<file path="src/rtl/tach_scan_sched.sv">
// tach_scan_sched: periodic atomic tach snapshot scanner sharing the decoder bus with the SPI slave
module tach_scan_sched #(
    parameter int SCAN_DIV = 50000,
    parameter int FRZ_WAIT = 6,
    parameter int GUARD    = 8
) (
    input  logic        clk,
    input  logic        reset,
    input  logic        enable,
    input  logic        ovr_clr,
    input  logic        ss,
    input  logic [3:0]  spi_addr,
    input  logic        spi_rdt,
    input  logic        spi_we,
    input  logic [7:0]  rddata,
    output logic [3:0]  dec_addr,
    output logic        dec_rdt,
    output logic        dec_we,
    output logic [15:0] tach0,
    output logic [15:0] tach1,
    output logic [15:0] tach2,
    output logic        snap_valid,
    output logic        scan_busy,
    output logic        overrun
);
    localparam int DW = $clog2(SCAN_DIV);
    localparam int GW = $clog2(GUARD + 1);
    localparam int WW = $clog2(FRZ_WAIT + 1);

    typedef enum logic [2:0] {IDLE, RDL, WAIT, RDH, DONE} state_t;

    state_t             state_q, state_d;
    logic [DW-1:0]      div_q, div_d;
    logic [GW-1:0]      guard_q, guard_d;
    logic [WW-1:0]      wcnt_q, wcnt_d;
    logic [1:0]         ch_q, ch_d;
    logic               ss_m_q, ss_s_q;
    logic               pending_q, pending_d;
    logic               overrun_q, overrun_d;
    logic               busy_q, busy_d;
    logic               snap_q, snap_d;
    logic [2:0][7:0]    lo_q, lo_d, hi_q, hi_d;
    logic [2:0][15:0]   t_q, t_d;
    logic               tick, accept, bus_ok, abort;

    assign tick   = enable && div_q == DW'(SCAN_DIV - 1);
    assign accept = tick && !pending_q && state_q == IDLE;
    assign bus_ok = guard_q == GW'(GUARD);
    assign abort  = !ss_s_q && (state_q == RDL || state_q == WAIT || state_q == RDH);

    // SPI owns the bus unless a scan is in flight; the scheduler never writes
    assign dec_we     = busy_q ? 1'b0 : spi_we;
    assign dec_rdt    = busy_q ? state_q == RDL : spi_rdt;
    assign dec_addr   = busy_q ? {ch_q, 1'b0, state_q == RDH} : spi_addr;
    assign tach0      = t_q[0];
    assign tach1      = t_q[1];
    assign tach2      = t_q[2];
    assign snap_valid = snap_q;
    assign scan_busy  = busy_q;
    assign overrun    = overrun_q;

    // divider, guard timer, overrun and scan FSM next-state
    always_comb begin
        div_d     = (!enable || tick) ? '0 : div_q + 1'b1;
        guard_d   = !ss_s_q ? '0 : bus_ok ? guard_q : guard_q + 1'b1;
        overrun_d = (tick && !accept) || (overrun_q && !ovr_clr);
        state_d   = state_q;
        ch_d      = ch_q;
        wcnt_d    = wcnt_q;
        pending_d = pending_q || accept;
        lo_d      = lo_q;
        hi_d      = hi_q;
        t_d       = t_q;
        snap_d    = 1'b0;
        if (abort) begin
            state_d   = IDLE;
            pending_d = 1'b1;
        end else begin
            case (state_q)
                IDLE: if (pending_q && bus_ok) begin
                    state_d   = RDL;
                    ch_d      = 2'd0;
                    pending_d = 1'b0;
                end
                RDL: begin
                    lo_d[ch_q] = rddata;
                    wcnt_d     = '0;
                    state_d    = WAIT;
                end
                WAIT: begin
                    wcnt_d  = wcnt_q + 1'b1;
                    state_d = wcnt_q == WW'(FRZ_WAIT - 1) ? RDH : WAIT;
                end
                RDH: begin
                    hi_d[ch_q] = rddata;
                    if (ch_q == 2'd2) begin
                        state_d = DONE;
                        snap_d  = 1'b1;
                        t_d     = {{rddata, lo_q[2]}, {hi_q[1], lo_q[1]}, {hi_q[0], lo_q[0]}};
                    end else begin
                        ch_d    = ch_q + 1'b1;
                        state_d = RDL;
                    end
                end
                default: state_d = IDLE;
            endcase
        end
        busy_d = state_d == RDL || state_d == WAIT || state_d == RDH;
    end

    // state registers, with the ss synchronizer resetting to idle-high
    always_ff @(posedge clk) begin
        if (reset) begin
            state_q   <= IDLE;
            div_q     <= '0;
            guard_q   <= '0;
            wcnt_q    <= '0;
            ch_q      <= '0;
            ss_m_q    <= 1'b1;
            ss_s_q    <= 1'b1;
            pending_q <= 1'b0;
            overrun_q <= 1'b0;
            busy_q    <= 1'b0;
            snap_q    <= 1'b0;
            lo_q      <= '0;
            hi_q      <= '0;
            t_q       <= '0;
        end else begin
            state_q   <= state_d;
            div_q     <= div_d;
            guard_q   <= guard_d;
            wcnt_q    <= wcnt_d;
            ch_q      <= ch_d;
            ss_m_q    <= ss;
            ss_s_q    <= ss_m_q;
            pending_q <= pending_d;
            overrun_q <= overrun_d;
            busy_q    <= busy_d;
            snap_q    <= snap_d;
            lo_q      <= lo_d;
            hi_q      <= hi_d;
            t_q       <= t_d;
        end
    end
endmodule

</file>
<file path="config.mk">
export PLATFORM = sky130hd
export DESIGN_NAME = tach_scan_sched
export DESIGN_NICKNAME = d
export VERILOG_FILES = /design/src/rtl/tach_scan_sched.sv
export SDC_FILE = /design/constraint.sdc
export NUM_CORES = 1
export LEC_CHECK = 0
export CAP_MARGIN = 20
export CORE_MARGIN = 2
export CORE_UTILIZATION = 53
export DETAILED_ROUTE_END_ITERATION = 8
export PLACE_DENSITY = 0.89
export SLEW_MARGIN = 10
export SYNTH_ARGS = -nofsm -noshare
export SYNTH_HDL_FRONTEND = slang
export SYNTH_SLANG_ARGS = --single-unit
</file>
<file path="constraint.sdc">
create_clock -name clk -period 2.33 [get_ports clk]
set_input_delay 0.699 -clock clk [delete_from_list [all_inputs] [get_ports clk]]
set_output_delay 0.699 -clock clk [all_outputs]
set_load 0.01 [all_outputs]
</file>
### Yosys cells after proc, flatten, opt, wreduce, memory -nomap -nowiden

Index checks and enable logic that the tools add are counted.

* equality and inequality tests: 12
* $lt $le $gt $ge: 2
* bitwise operators: 3
* reduce and logical (&&, ||, !) cells: 31
* muxes and demuxes: 20
* $add $sub $neg: 4

Operators by type and width (number)
* bitwise mux 24 bit: 2
* adder 16 x 1 -> 16 bit (second input constant): 1
* demux 8 bit (select 2 bit): 1
* == test 16 bit (second input constant): 1
* == test 3 x 2 -> 1 bit (second input constant): 4
* one-hot mux 3 bit (4 select lines): 1
* 2-to-1 mux 3 bit: 3
* logical AND 1 bit: 8
* 2-to-1 mux 8 bit: 1
* logical OR 1 bit: 7
* 2-to-1 mux 1 bit: 7
* == test 3 x 1 -> 1 bit (second input constant): 2
* one-hot mux 3 bit (2 select lines): 1
* AND reduction 2 bit: 3
* zero test 1 bit: 5
* adder 4 x 1 -> 4 bit (second input constant): 1
* == test 4 bit (second input constant): 1
* 2-to-1 mux 2 bit: 2
* 2-to-1 mux 4 bit: 1
* one-hot mux 2 bit (2 select lines): 1
* AND reduction 4 bit: 1
* nonzero test 2 bit: 2
* OR reduction 2 bit: 2
* adder 3 x 1 -> 3 bit (second input constant): 1
* 11 further kinds: 13

* register bits after elaboration: 130
* output and inout bits: 57
* bits of input ports: 19
* word-level logic and storage cells: 92

### Longest topological paths before layout

* word-level depth: 8
* gate-level depth with buffers: 7

### Least setup slack after synthesis

OpenSTA, ideal clock, no wires.

* kind: flip-flop to flip-flop
* start point: register div_q[11]
* end point: register div_q[10]
* library setup time: 0.115 ns
* buffers on the path: 2
* setup slack: 0.647 ns
* stages on the path, launching flop included: 7
* arrival: 1.569 ns
* cells stage by stage: dfxtp_1 or4_1 nor4_2 or3b_1 buf_4 buf_6 nor2_1

* word-level cells in the longest chain between the ends: 4

RTL lines
* start, declared: line 33 `logic [DW-1:0] div_q, div_d;`
* start signal, assigned: line 130 `div_q <= div_d;`
* == test 16 bit: line 46 `assign tick = enable && div_q == DW'(SCAN_DIV - 1);`
* logical AND 1 bit: line 46
* logical OR 1 bit: line 64 `div_d = (!enable || tick) ? '0 : div_q + 1'b1;`
* OR reduction 2 bit (no line)

No other way between the ends.
A chain may end at the register's enable or synchronous reset.

### Final worst setup path

* start point: input spi_we
* end point: output dec_we

* word-level cells in the longest chain between the ends: 1

RTL lines
* start, declared: line 14 `input logic spi_we,`
* 2-to-1 mux 1 bit: line 52 `assign dec_we = busy_q ? 1'b0 : spi_we;`
* end, declared: line 18 `output logic dec_we,`

No other way between the ends.

==> impl_metrics.yaml <==
cts:
  hold_buffers: 0
  numCtsBuffers: 17
  clkTransAtPathRegs_ps: 60
  tritoncts: "yes"
  cts_setup_buffers: 0
  clock-sinks: 122
  htree_levels: 4
  cts-root-buf: "clkbuf_8"
  clk_latency_ps: 520
  clk_path_buf_depth: 2
yosys:
  synth_flop_cell: "dfxtp_1"
  async_flop_share: 0
  avgSynthCellArea_um2: 8.20
  syn_area_um2: 4700
  syn_nets: 600
  yosys.area.top_type: "dfxtp_1"
  synth_area_leaders: "dfxtp_1 (52%), nand2_1 (12%), a21oi_1 (10%)"
  syn_inst: 573
  ys_seq_elements: 122
  synth.distinct_cells: 39
  synth-edff-count: 0
  yosysTopAreaCellShare: 0.520
  synth_warnings: 0
  seq_area_frac_synth: 0.520
floorplanning:
  dieArea_um2: 9630
  die_h_um: 98.1
  io_pins: 76
  die_w_um: 98.1
  fp-row-count: 34
  initial_core_util: 0.541
  coreArea_um2: 8680
grt:
  antenna_found_initial: 0
  overflow: 0
  grt_first_pass_wirelength_mm: 20.4
  grt_max_degree: 52
  grt_pass1_vias: 4281
  track_usage: 0.260
setup_path:
  endpoint_kind: "output port"
  worst-path-max-fanout: 1
  cp-start-kind: "input port"
  critPathKind: "in -> out"
  cp.required_ps: 1630
  arrival_ps: 1590
placement:
  hpwlAfterDp_mm: 7.37
  dpl_cell_area_um2: 5560
  place_inst: 731
  io_buffers: 75
  pre_cts_slack_ps: -243
  place_congestion: 0.786
sta:
  tns_ps: 0
  rsz0062_at_grt: "false"
  hold_slack_ps: 412
  clock_skew_ps: 5.54
  slew_headroom: 0.569
  slew_violations: 0
  worst_slew_pin_slew_ps: 646
  setup_viol: 0
  finalCritPeriodShare: 0.984
  hold_violations: 0
  period_needed_ps: 2290
  fmax_mhz: 436
  setup_ws_ps: 37.9
power_and_ir_drop:
  ir_worst_vdd_mv: 0.539
  leakage_nw: 2.05
  p_per_area_nw_per_um2: 803
drt:
  drt-wirelength-per-cell_um: 16.3
  vias: 4370
  drt_iter0_markers: 429
  wirelength_mm: 12.4
  ant_nets: 0
  drc: 0
  drt_pass1_iterations: 7
  vias_per_cell: 5.73
final_layout:
  syn2layout_area_growth_pct: 31.1
  fillers: 617
  nets: 669
  drive_above_1_share: 0.0872
  final_cell_mix: "nand2_1 (149), dfxtp_1 (121), a21oi_1 (95), clkdlybuf4s50_1 (68), nand3_1 (49)"
  fin_cells: 762
  layout_commonest_cell: "nand2_1"
  post-route-cell-area_um2: 6160
  diodes: 0
run:
  maxCapViolations: 0
outcome:
  status: "finished, final reports clean"
min_path:
  hold_class: "reg -> reg"
-- synthesized netlist by cell type, types with 2 or more instances --
cell and instances:
nand3_1 50, xnor2_1 17, nor4_1 5, buf_2 6, nand2b_1 4, xor2_1 2
mux2_2 4, nor2b_1 4, nand4b_1 2, nor2_1 27, o21ai_0 5, ha_1 8
dfxtp_1 122, clkbuf_1 26, or2_2 3, inv_1 10, nand2_1 149, nand4_1 3
nor3_1 8, and3b_1 3, buf_1 3, a21oi_1 95
-- metrics by stage --
step	total power, mW	utilization
after floorplan	2.20	-
after global placement	2.26	0.640
after detailed placement	2.26	0.640
after CTS	4.95	0.711
after global routing	5.06	0.710
final	4.95	0.710
-- kinds of logic (layout without fill, tap and decap cells) --
family | after synthesis | count (layout) | share of synthesized area
and+or+nand+nor | 268 | 268 | 0.256
DFF | 122 | 122 | 0.520
AOI/OAI and AO/OA | 104 | 104 | 0.114
buffers and inverters | 47 | 128 | 0.0416
xor gates and xnor gates | 19 | 19 | 0.0354
adders and majority gates | 8 | 8 | 0.0213
muxes | 5 | 5 | 0.0117
-- worst max-delay path, stage by stage --
cell and delay, ps:
clkdlybuf4s50_1 460, nor2b_1 150, dlygate4sd2_1 280
-- per-layer routing --
layer	track usage	vias up	routed length (um)
li1	-	2052	-
met5	0	-	0
met1	0.311	2049	4940
met3	0.0623	41	898
met2	0.443	228	6280
met4	0.124	0	321
-- flip-flops by register name (all words and copies together) (netlist names), 2 cells and up --
| register | cells |
|---|---|
| tach1 | 16 |
| ch_q | 2 |
| div_q | 16 |
| tach2 | 16 |
| lo_q | 24 |
| wcnt_q | 3 |
| hi_q | 16 |
| guard_q | 4 |
| state_q | 3 |
| tach0 | 16 |
-- final timing paths --
check | cells after the start | slack (ps) | start | end
worst max-delay path | 3 | 40 | spi_we | dec_we
worst min-delay path | 1 | 410 | ss_m_q | ss_s_q
worst max register to register | 4 | 200 | div_q[11] | div_q[0]
worst min register to register | 1 | 410 | ss_m_q | ss_s_q
-- report_power, final --
group / internal, mW / leakage, nW / switching (mW) / total (mW)
registers: 2.09 / 0.984 / 0.00810 / 2.10
clock network: 1.79 / 0.293 / 0.940 / 2.73
logic: 0.0482 / 0.769 / 0.0690 / 0.117
total: 3.93 / 2.05 / 1.02 / 4.95
-- timing repair --
action,in CTS,in global routing
gates cloned,0,0
resized for setup,10,3
setup endpoints to repair,6,3
-- layout make-up --
type	count	area, um^2	share of cell area
multi-input combinational	404	2080	0.338
tap	108	135	0.0219
inverter	10	37.5	0.00609
clock inverter	11	170	0.0276
clock buffer	20	445	0.0723
timing repair buffer	87	848	0.138
sequential	122	2440	0.397
No activity file was read; power rests on OpenSTA's default activity.
==> variant 1, RTL diff (same settings) <==
Add an input register stage for `rddata`; this delays it by one clock. The other inputs are not delayed to match.
--- a/src/rtl/tach_scan_sched.sv
+++ b/src/rtl/tach_scan_sched.sv
@@ -30,2 +30,8 @@
     typedef enum logic [2:0] {IDLE, RDL, WAIT, RDH, DONE} state_t;
+
+    logic [7:0] rddata_q;
+
+    always_ff @(posedge clk) begin
+        rddata_q <= rddata;
+    end
 
@@ -85,3 +91,3 @@
                 RDL: begin
-                    lo_d[ch_q] = rddata;
+                    lo_d[ch_q] = rddata_q;
                     wcnt_d     = '0;
@@ -94,3 +100,3 @@
                 RDH: begin
-                    hi_d[ch_q] = rddata;
+                    hi_d[ch_q] = rddata_q;
                     if (ch_q == 2'd2) begin
@@ -98,3 +104,3 @@
                         snap_d  = 1'b1;
-                        t_d     = {{rddata, lo_q[2]}, {hi_q[1], lo_q[1]}, {hi_q[0], lo_q[0]}};
+                        t_d     = {{rddata_q, lo_q[2]}, {hi_q[1], lo_q[1]}, {hi_q[0], lo_q[0]}};
                     end else begin
Formal check against the unedited RTL: no difference found for any inputs over 10 cycles, from zero or initial values and one cycle with reset high; that may be too few to reach the edited logic, so the function may still have changed.
==> variant 1 against the unedited design <==
Total power grew 0.48%; clock power shrank 5%; routed wire length shrank 1.6%; setup slack gained 6.5 ps; sequential cell count grew 8; count of clock-buffer cells in the layout shrank 3; final cell count grew 1.8%; cell area grew 2.5%; synthesized area grew 4.0%; critical path type unchanged.
==> variant 1: results (changes against the unedited design) <==
[worst_setup_path]
crit_fanout = 1  ; unchanged
r2r_cells = 4  ; unchanged
cp.arrival_ps = 1590  ; about the same

[sta]
hold_viol = 0  ; unchanged
max-slew-margin-rel_pct = 56.13  ; -0.81 points
skew_ps = 7.561  ; +2.018 ps

[detailed_routing]
dr.pass1.iters = 9  ; +2
highest_layer = met4
m1WireLength_um = 4882  ; -1.1%
vias_per_cell = 5.647  ; -1.5%
dr_wl_met2_um = 6211  ; -1.0%
vias = 4382  ; +0.27%
avgRoutedWirePerCell_um = 15.76  ; -3.4%
drt-initial-drc-count = 335  ; -22%
dr_wl_met3_um = 771  ; -14%

[power]
p_sw_mw = 1.131  ; +11%
leakage_nw = 2.118  ; +3.5%
irDropWorstVdd_uv = 489.7  ; -9.2%

[global_routing]
grt_max_degree = 68  ; +31%
antenna_found_initial = 0  ; unchanged
grt_pass1_wl_um = 20090  ; -1.6%
grt_usage_pct = 25.30  ; -0.74 points

[logic_synthesis]
synth_warnings = 0  ; unchanged
synth-seq-area-share_pct = 53.29  ; +1.3 points
async_flop_share_pct = 0  ; unchanged
synth_fp_nets = 609  ; +1.5%
ys_types = 39  ; unchanged
synth_common_cells = 150 x nand2_1, 130 x dfxtp_1, 95 x a21oi_1, 50 x nand3_1, 25 x nor2_1
synth_ff_type = dfxtp_1
synth_area_leaders = dfxtp_1 53%, nand2_1 12%, a21oi_1 9.7%
syn_avg_cell_area_um2 = 8.391  ; +2.4%

[cells_and_area]
fillCellCount = 636  ; +3.1%
largest_register = lo_q
drive_gt1_share_pct = 9.624  ; +0.91 points
largest_reg_flops = 24  ; unchanged
final_nets = 679  ; +1.5%
n_antenna_cell = 0  ; unchanged

[status]
outcome = finished clean

[clock_network]
clk_pin_slew_ps = 60  ; about the same
htreeDepth = 4  ; unchanged
cts_made_buffers = 17  ; unchanged
cts-root-buf = clkbuf_8
ctsLongestPathBuffers = 2  ; unchanged
clock_latency_ps = 510

[hold_path]
min_path_cells = 1  ; unchanged
hp-class = register to register

[placement]
port_buffers = 75  ; unchanged
place_congestion = 0.7903  ; +0.52%
dp_hpwl_um = 7736  ; +5.0%
place_ws_ps = -255.5  ; -13.00 ps
dp_cells = 743  ; +1.6%

variant 1: cells by family after synthesis:
logic type | after synthesis | share of synthesized area (%)
AND/OR/NAND/NOR | 269 | 24.72
flip-flops | 130 | 53.29
AO/OA/AOI/OAI | 104 | 11.07
buffers and inverters | 47 | 4.330
XOR/XNOR | 19 | 3.408
adder cells (fa/ha/maj) | 8 | 2.050
multiplexers | 5 | 1.127
variant 1: area by class of cell:
type	instances	area (um^2)	share of cell area, %
sequential	130	2608	41.30
multi-input combinational	405	2091	33.12
timing repair buffer	88	855.8	13.56
clock buffer	17	414.1	6.560
clock inverter	15	168.9	2.675
tap	111	138.9	2.200
inverter	10	37.54	0.5945
variant 1: path summary, 6_finish.rpt:
| check | end | start | slack, ps |
|---|---|---|---|
| min | ss_s_q | ss_m_q | 420 |
| max reg2reg | div_q[13] | div_q[12] | 280 |
| min reg2reg | ss_s_q | ss_m_q | 420 |
| max | dec_addr[3] | spi_addr[3] | 40 |
variant 1: worst max-delay path, cell delays in order:
cell and delay, ps:
clkdlybuf4s50_1 390, mux2_2 260, clkdlybuf4s15_1 230
variant 1: repair_timing:
action	CTS	global route
resized for setup	13	4
setup endpoints to repair	6	2
setup buffers	0	1
gates cloned	0	0
variant 1: power groups by stage:
stage | sequential [mW] | combinational (mW) | clock, mW
after CTS | 2.26 | 0.104 | 2.62
final | 2.26 | 0.104 | 2.60
after global routing | 2.26 | 0.111 | 2.74
after floorplan | 2.30 | 0.0576 | 0
after global placement | 2.31 | 0.100 | 0
after detailed placement | 2.31 | 0.104 | 0
variant 1: metal layers:
metal / vias to the layer above / track usage, %
met5: - / 0
met4: 0 / 11.28
met3: 36 / 6.128
met2: 185 / 44.18
met1: 2073 / 29.54
li1: 2088 / -
variant 1: per-stage QoR:
| stage | area (um^2) | util [%] | hold slack, ps | TNS, ps |
|---|---|---|---|---|
| finish | 6314 | 69.31 | 418.8 | 0 |
| global route | 6314 | 69.31 | 449.6 | 0 |
| CTS | 6315 | 69.33 | 417.9 | -90.89 |
| detailed placement | 5729 | 62.90 | 405.2 | -1278 |
| global placement | 5729 | 62.90 | 399.3 | -1243 |
| floorplan | 4883 | - | 389.5 | 0 |
==> variant 2, RTL diff (same settings) <==
Made on the original files. The parameter `FRZ_WAIT` goes from 6 to 12.
--- a/src/rtl/tach_scan_sched.sv
+++ b/src/rtl/tach_scan_sched.sv
@@ -3,3 +3,3 @@
     parameter int SCAN_DIV = 50000,
-    parameter int FRZ_WAIT = 6,
+    parameter int FRZ_WAIT = 12,
     parameter int GUARD    = 8
Behaviour: same outputs for any inputs over 10 cycles, from zero or initial values and one cycle with reset high; that may be too few to reach the edited logic, so the function may still have changed.
==> variant 2 against the unedited design <==
Register-to-register slack better by 130 ps; first-iteration DRC count down 18%; sequential cell count up 1; count of clock-buffer cells in the layout down 2; final cell count up 2.1%; cell area up 0.65%; total power down 5.3%; synthesized area up 2.0%; critical path depth unchanged; non-clock buffer count up 3; setup slack worse by 3.5 ps; routed wire length down 8.2%; fmax down 0.15%; highest routed layer unchanged.
==> variant 2: results (changes against the unedited design) <==
[placement]
place_ws_ps = -262.2  ; -19.65 ps
place_area_um2 = 5652  ; +1.7%
dp_hpwl_um = 7461  ; +1.3%
place_congestion = 0.7565  ; -3.8%
port_buffers = 75  ; unchanged

[worst_setup_path]
timing.setup.critical_path_class = primary input to output port
startpoint = spi_addr[2]
cp.arrival_ps = 1600
timing.rr.start = div_q[11]
reg2reg_to = div_q[2]
r2r_slack_ps = 330  ; +130 ps
endpoint = dec_addr[2]

[clock_network]
cts-root-buf = clkbuf_8
cts_made_buffers = 17  ; unchanged
ctsLongestPathBuffers = 2  ; unchanged
htreeDepth = 4  ; unchanged
clk_pin_slew_ps = 60  ; about the same

[cells_and_area]
drive_gt1_share_pct = 9.254  ; +0.54 points
final_nets = 683  ; +2.1%
n_antenna_cell = 0  ; unchanged
fillCellCount = 622  ; +0.81%

[sta]
skew_ps = 5.242  ; -0.3006 ps
tightestPinTransition_ps = 621.9  ; -24.01 ps
post-route-min-period_ps = 2296  ; +3.465 ps

[global_routing]
grt_pass1_vias = 4222  ; -1.4%
grt_max_degree = 67  ; +29%
grt_usage_pct = 24.29  ; -1.8 points
antenna_found_initial = 0  ; unchanged
grt_pass1_wl_um = 19350  ; -5.2%

[logic_synthesis]
synth_area_leaders = dfxtp_1 51%, nand2_1 12%, a21oi_1 9.8%
synth_ff_type = dfxtp_1
async_flop_share_pct = 0  ; unchanged
synth-seq-area-share_pct = 51.38  ; -0.61 points
ys_types = 45  ; +15%
synth_fp_nets = 610  ; +1.7%
synth_common_cells = 150 x nand2_1, 123 x dfxtp_1, 94 x a21oi_1, 48 x nand3_1, 27 x clkbuf_1
synth_warnings = 0  ; unchanged

[detailed_routing]
drt-initial-drc-count = 351  ; -18%
avgRoutedWirePerCell_um = 14.67  ; -10%
dr.pass1.iters = 8  ; +1
vias_per_cell = 5.563  ; -3.0%

[power]
irDropWorstVdd_uv = 486.9  ; -9.7%
leakage_nw = 2.030  ; -0.75%
p_sw_mw = 1.087  ; +6.8%

[status]
outcome = finished clean

## variant 2: changes by cell type after synthesis, sizes merged, moves of 2 or more
| cell | change |
|---|---|
| a221oi | +2 |
| nand3 | -2 |
| a31oi | +2 |
| o21ai | +4 |
| and3b | -2 |
| nand3b | +2 |
| inv | +2 |
| buf | -2 |
## variant 2: kinds of logic after synthesis
group / synth area share [%]
buffers and inverters: 4.412
and+or+nand+nor: 25.64
adders and majority gates: 1.828
DFF: 51.38
xor gates and xnor gates: 3.290
AOI/OAI and AO/OA: 12.51
muxes: 0.9399
## variant 2: metal layers
metal / global-route usage [%] / up-vias / wire length (um)
li1: - / 2117 / -
met1: 28.62 / 2031 / 4672
met3: 7.447 / 28 / 733
met4: 9.062 / 0 / 235
met2: 41.58 / 152 / 5769
met5: 0 / - / 0
## variant 2: how the worst min path moves through the flow
stage                     slack [ps]  endpoint   start  depth (start not counted)
after floorplan                  390    ss_s_q  ss_m_q                          1
after global placement           390    ss_s_q  ss_m_q                          1
after detailed placement         400    ss_s_q  ss_m_q                          1
after CTS                        420    ss_s_q  ss_m_q                          1
after global routing             420    ss_s_q  ss_m_q                          1
final                            410    ss_s_q  ss_m_q                          1
## variant 2: metrics by stage
stage | instances | power [mW] | util, % | setup TNS (ps) | hold WS (ps)
final | 778 | 4.682 | 70.75 | 0 | 414.0
after CTS | 778 | 4.710 | 70.82 | 0 | 415.3
after floorplan | 584 | 2.223 | - | 0 | 389.5
after detailed placement | 746 | 2.286 | 64.49 | -1242 | 398.2
after global placement | 746 | 2.281 | 64.49 | -1151 | 391.9
after global routing | 778 | 4.819 | 70.75 | 0 | 418.9
## variant 2: critical path: stages
cell and delay, ps:
clkdlybuf4s50_1 410, mux2_2 260, clkdlybuf4s15_1 230
## variant 2: cell type report
| cell class | count | share of cell area, % |
|---|---|---|
| Timing Repair Buffer | 90 | 13.84 |
| Clock inverter | 14 | 2.240 |
| Tap cell | 108 | 2.180 |
| Multi-Input combinational cell | 413 | 34.49 |
| Inverter | 12 | 0.7265 |
| Clock buffer | 18 | 6.741 |
| Sequential cell | 123 | 39.78 |
## variant 2: power by group through the flow
stage / clock (mW) / sequential (mW) / combinational (mW)
6_report: 2.45 / 2.12 / 0.120
5_1_grt: 2.57 / 2.12 / 0.130
4_1_cts: 2.47 / 2.12 / 0.120
3_5_place_dp: 0 / 2.16 / 0.122
3_3_place_gp: 0 / 2.16 / 0.118
2_1_floorplan: 0 / 2.16 / 0.0608
